`src/rtl/hazard_pkg.sv`:
```
// Shared types and constants for the pipeline hazard controller.
// Holds the FSM state encoding and the memory-wait timeout limit.
package hazard_pkg;

  typedef enum logic [1:0] {
    RUN      = 2'd0,
    MEM_WAIT = 2'd1
  } hazard_state_e;

  localparam int WAIT_LIMIT = 16;
  localparam int WAIT_CNT_W = 4;
  localparam int STAT_W     = 32;

  // Last counter value before the memory wait is declared stuck.
  localparam logic [WAIT_CNT_W-1:0] WAIT_LAST = WAIT_CNT_W'(WAIT_LIMIT - 1);

endpackage

```
`src/rtl/hazard_stat_counter.sv`:
```
// 32-bit saturating event counter with enable and synchronous reset.
// Used for the optional hazard statistics (HAZARD_STATS_EN).
module hazard_stat_counter
  import hazard_pkg::*;
(
  input  logic              clk,
  input  logic              reset,
  input  logic              en_i,
  output logic [STAT_W-1:0] count_o
);

  logic [STAT_W-1:0] count_q;
  logic [STAT_W-1:0] count_d;

  // Holds at all-ones so a long run never wraps back to a small value.
  always_comb begin
    count_d = count_q;
    if (en_i && (count_q != {STAT_W{1'b1}})) begin
      count_d = count_q + STAT_W'(1);
    end
  end

  always_ff @(posedge clk) begin
    if (reset) begin
      count_q <= '0;
    end else begin
      count_q <= count_d;
    end
  end

  assign count_o = count_q;

endmodule

```
`src/rtl/pipeline_hazard_ctrl.sv`:
```
// Hazard controller for a 5-stage pipeline: memory wait, branch flush, load-use stall.
// Define HAZARD_STATS_EN to build the stall/flush performance counters.
module pipeline_hazard_ctrl
  import hazard_pkg::*;
(
  input  logic              clk,
  input  logic              reset,
  input  logic [4:0]        id_rs1,
  input  logic [4:0]        id_rs2,
  input  logic [4:0]        ex_rd,
  input  logic              ex_memread,
  input  logic              mem_branch_taken,
  input  logic              dmem_req,
  input  logic              dmem_ready,
  output logic              pc_write,
  output logic              if_id_write,
  output logic              pipe_hold,
  output logic              id_ex_bubble,
  output logic              if_id_flush,
  output logic              id_ex_flush,
  output logic              ex_mem_flush,
  output logic              mem_timeout,
  output logic [1:0]        state,
  output logic [STAT_W-1:0] stall_cnt,
  output logic [STAT_W-1:0] flush_cnt
);

  hazard_state_e         state_q, state_d;
  logic [WAIT_CNT_W-1:0] wait_cnt_q, wait_cnt_d;
  logic                  timeout_q, timeout_d;

  logic mem_hold;
  logic load_use;
  logic branch_flush;

  // Register x0 is hardwired zero, so a load to it can never feed a consumer.
  assign load_use = ex_memread && (ex_rd != 5'd0) &&
                    ((ex_rd == id_rs1) || (ex_rd == id_rs2));

  always_comb begin
    mem_hold = 1'b0;
    unique case (state_q)
      RUN:      mem_hold = dmem_req && !dmem_ready;
      MEM_WAIT: mem_hold = !dmem_ready;
      default:  mem_hold = 1'b0;
    endcase
  end

  // A branch seen during a hold is still sitting in the frozen EX_MEM, so it
  // is picked up naturally in the release cycle.
  assign branch_flush = mem_branch_taken && !mem_hold;

  always_comb begin
    pc_write     = 1'b1;
    if_id_write  = 1'b1;
    pipe_hold    = 1'b0;
    id_ex_bubble = 1'b0;
    if_id_flush  = 1'b0;
    id_ex_flush  = 1'b0;
    ex_mem_flush = 1'b0;
    if (mem_hold) begin
      pc_write    = 1'b0;
      if_id_write = 1'b0;
      pipe_hold   = 1'b1;
    end else if (branch_flush) begin
      if_id_flush  = 1'b1;
      id_ex_flush  = 1'b1;
      ex_mem_flush = 1'b1;
    end else if (load_use) begin
      pc_write     = 1'b0;
      if_id_write  = 1'b0;
      id_ex_bubble = 1'b1;
    end
  end

  always_comb begin
    state_d    = state_q;
    wait_cnt_d = wait_cnt_q;
    timeout_d  = timeout_q;
    unique case (state_q)
      RUN: begin
        if (mem_hold) begin
          state_d    = MEM_WAIT;
          wait_cnt_d = '0;
        end
      end
      MEM_WAIT: begin
        if (dmem_ready) begin
          state_d = RUN;
        end else begin
          // Keep waiting after a timeout; the counter just parks at its limit.
          if (wait_cnt_q == WAIT_LAST) begin
            timeout_d = 1'b1;
          end else begin
            wait_cnt_d = wait_cnt_q + WAIT_CNT_W'(1);
          end
        end
      end
      default: state_d = RUN;
    endcase
  end

  always_ff @(posedge clk) begin
    if (reset) begin
      state_q    <= RUN;
      wait_cnt_q <= '0;
      timeout_q  <= 1'b0;
    end else begin
      state_q    <= state_d;
      wait_cnt_q <= wait_cnt_d;
      timeout_q  <= timeout_d;
    end
  end

  assign mem_timeout = timeout_q;
  assign state       = state_q;

`ifdef HAZARD_STATS_EN
  hazard_stat_counter u_stall_counter (
    .clk     (clk),
    .reset   (reset),
    .en_i    (!pc_write),
    .count_o (stall_cnt)
  );

  hazard_stat_counter u_flush_counter (
    .clk     (clk),
    .reset   (reset),
    .en_i    (branch_flush),
    .count_o (flush_cnt)
  );
`else
  assign stall_cnt = '0;
  assign flush_cnt = '0;
`endif

endmodule
```
`config.mk`:
```
export PLATFORM = sky130hd
export DESIGN_NAME = pipeline_hazard_ctrl
export DESIGN_NICKNAME = d
export VERILOG_FILES = /design/src/rtl/hazard_pkg.sv /design/src/rtl/hazard_stat_counter.sv /design/src/rtl/pipeline_hazard_ctrl.sv
export SDC_FILE = /design/constraint.sdc
export NUM_CORES = 1
export LEC_CHECK = 0
export ABC_AREA = 1
export CAP_MARGIN = 15
export CORE_AREA = 4 4 64 66
export CTS_CLUSTER_DIAMETER = 40
export DETAILED_ROUTE_END_ITERATION = 6
export DIE_AREA = 0 0 68 70
export PLACE_DENSITY = 0.78
export REMOVE_ABC_BUFFERS = 1
export SYNTH_ARGS = -nofsm -noshare
export SYNTH_HDL_FRONTEND = slang
export SYNTH_SLANG_ARGS = --single-unit
```
`constraint.sdc`:
```
create_clock -name clk -period 2.61 [get_ports clk]
set_clock_uncertainty 0.2 [all_clocks]
set_input_delay 0.261 -clock clk [delete_from_list [all_inputs] [get_ports clk]]
set_output_delay 0.261 -clock clk [all_outputs]
set_load 0.01 [all_outputs]
```
==> results.rst <==
.. list-table::
   :header-rows: 1

   * - Metric
     - Value
   * - Run status
     - finished clean
   * - Critical path cell sequence
     - clkdlybuf4s50_1 > inv_2 > nand3_2 > o21ai_2 > nor2_4 > nor2_2 > a21oi_1 > clkdlybuf4s50_1
   * - Type of the worst min-delay path
     - reg -> reg
   * - Die area
     - 4760 um2
   * - Area of all placed cells without fillers
     - 1130 um2
   * - Worst-case hold slack
     - 0.279 ns
   * - Most common cell after layout, fill and taps aside
     - conb_1
   * - Max Slew Vio Count
     - 0
   * - TritonCTS clock tree
     - built
   * - Count of filler cells inserted in the layout
     - 410
   * - Type of element capturing the critical path
     - primary output
   * - Average wire length per cell after detail routing
     - 7.64 um
   * - Area Overhead vs Synth
     - 10.8%
   * - H-tree levels
     - 1
   * - Kind of launch point of the worst setup path
     - primary input
   * - Count of input and output buffers
     - 29
   * - Leading cell types in the layout, fill and taps excluded
     - 65 x conb_1, 29 x clkdlybuf4s50_1, 27 x nand2_1
   * - Starting utilization of the core area
     - 0.285
   * - Count of antenna-violating nets left after detailed routing
     - 0
   * - Power density normalized to cell area
     - 290 nW/um2
   * - Maximum cell stage delay along the critical path
     - 0.56 ns
   * - Clk buf depth
     - 2
   * - Number of gates given a new drive strength after cts
     - 0
   * - Met1 Track Usage GR
     - 0.0848
   * - Post-synth cell types
     - 19
   * - Num ports
     - 95
   * - Setup violators final
     - 0
   * - GRT Total Usage
     - 0.0748
   * - Leakage power figure
     - 0.642 nW
   * - Max Cap Violations
     - 0
   * - Number of detailed-routing iterations run before antenna repair
     - 4
   * - Data required time of the worst path
     - 2.15 ns
   * - Seq/Total Area, Yosys
     - 0.118
   * - Hpwl dp
     - 1650 um
   * - Fin Setup TNS
     - 0 ns
   * - Largest net degree at the start of global routing
     - 6
   * - Number of cell rows
     - 22
   * - Vias in the first global route
     - 668
   * - Vias per Instance
     - 3.32
   * - Met3 layer usage reported by global route
     - 0.0225
   * - Area of the placeable core
     - 3580 um2
   * - Final hold violation count
     - 0
   * - Cell with the largest stage delay on the worst path
     - clkdlybuf4s50_1
   * - Total via count in the routed design
     - 784
   * - Register bit total from synthesis
     - 6
   * - Critical path data arrival time
     - 1.97 ns
   * - Number of design rule violations left after detail routing
     - 0
   * - Setup repair after global routing missed its margin
     - false
   * - Share of post-route cells with drive strength above 1
     - 0.0585
   * - Most congested layer reported by global routing
     - met2
   * - Share of the clock period used by the worst path
     - 0.932
   * - Num Clock Sinks
     - 6
   * - Ant diodes
     - 0
   * - Final Net Count
     - 212
   * - Placer congestion estimate
     - 0.744
   * - CTS Buf Count
     - 3
   * - Worst R2R Setup Slack
     - 1.12 ns
   * - Clock latency at the later pin of the worst-skew pair
     - 0.25 ns
   * - Clock-pin slew reported for the worst setup and hold paths after clock tree synthesis
     - 0.04 ns
   * - Achievable clock frequency
     - 411 MHz
   * - Cell area after placement
     - 1110 um2
   * - Overall die width
     - 68 um
   * - Hold Buf Count CTS
     - 0
   * - Cell with the most instances on the worst path
     - clkdlybuf4s50_1
   * - Final critical-path required period
     - 2.43 ns
   * - Number of design-rule violations left by the first detailed-router iteration
     - 6
   * - First-pass GRT wire length
     - 2720 um
   * - Total gr overflow
     - 0
   * - IR drop worst, VDD
     - 0.117 mV
   * - Yosys warning count
     - 0
   * - Die Ht
     - 70 um
   * - Total standard cell area after synthesis
     - 1020 um2
   * - Type of the worst setup path
     - in -> out
   * - Worst Path Max Fanout
     - 4
   * - Antenna violations before repair
     - 0
   * - Gate count of the mapped netlist
     - 159
   * - Cell chosen for the clock root
     - clkbuf_4
   * - Total detailed-routing wirelength
     - 1800 um
   * - Syn_area_per_cell
     - 6.41 um2
   * - Number of buffers inserted to repair setup after CTS
     - 0
   * - GR Layer Usage met2
     - 0.119
## registers in the layout, summed over array words and instances (netlist names)
register and count:
wait_cnt_q 4, mem_timeout 1, state 1
## worst max-delay path, delay by kind of cell
kind	cells	cell delay [ns]
AO/OA/AOI/OAI	2	0.26
buffers and inverters	3	1.16
AND/OR/NAND/NOR	3	0.28
## power by group
group / switching, mW / internal (mW)
combinational: 0.0863 / 0.0575
clock: 0.0362 / 0.0522
sequential: 0.00131 / 0.0936
## cells in the mapped netlist
master   count  area [um2]
o21ai_2      1        8.76
a21oi_1      5        25.0
buf_4       68         510
nor2_2       1        6.26
and3_1       2        12.5
inv_1       16        60.1
nand2_1     27         101
conb_1       1        3.75
nand3_1      5        25.0
dfxtp_1      6         120
nor3_1       2        10.0
ha_1         1        12.5
xnor2_1      2        17.5
nand3_2      1        10.0
o21ai_0      2        10.0
inv_2        2        7.51
nor2_1      15        56.3
nor3_2       1        10.0
nor2_4       1        11.3
## cell type report
type	count	area [um2]	share of cell area
Clock buffer	3	22.5	0.0200
Timing Repair Buffer	30	298	0.264
Inverter	18	67.6	0.0599
Multi-Input combinational cell	131	561	0.497
Tap cell	48	60.1	0.0532
Sequential cell	6	120	0.106
## metrics by stage
step	total power [mW]	setup WS (ns)	util	std cells
floorplan	0.177	0.835	-	155
global placement	0.237	0.100	0.309	233
detailed placement	0.238	0.111	0.309	233
CTS	0.330	0.106	0.315	236
global route	0.357	0.0293	0.315	236
finish	0.327	0.176	0.315	236
## layer usage
| metal | wire length (um) | vias up | share of wire |
|---|---|---|---|
| met4 | 43 | 0 | 0.024 |
| met5 | 0 | - | 0 |
| li1 | - | 404 | - |
| met1 | 664 | 323 | 0.37 |
| met2 | 870 | 52 | 0.48 |
| met3 | 226 | 5 | 0.13 |
## path summary, 6_finish.rpt
check	cells after the start	from	end
setup / recovery	8	dmem_ready	if_id_write
hold / removal	2	mem_timeout$_SDFFE_PP0P_	mem_timeout$_SDFFE_PP0P_
setup reg to reg	6	wait_cnt_q[0]$_SDFFE_PP0P_	wait_cnt_q[3]$_SDFFE_PP0P_
hold reg to reg	2	mem_timeout$_SDFFE_PP0P_	mem_timeout$_SDFFE_PP0P_
## kinds of logic (layout without fill, tap and decap cells)
group | count (synthesis) | count (layout) | synth area share
other cells | 1 | 65 | 0.00368
buf+inv | 86 | 51 | 0.568
flops | 6 | 6 | 0.118
compound gates | 8 | 8 | 0.0430
fa+ha+maj | 1 | 1 | 0.0123
simple gates | 55 | 55 | 0.238
xor+xnor | 2 | 2 | 0.0172
Note: power is estimated with default switching activity, not from simulation.
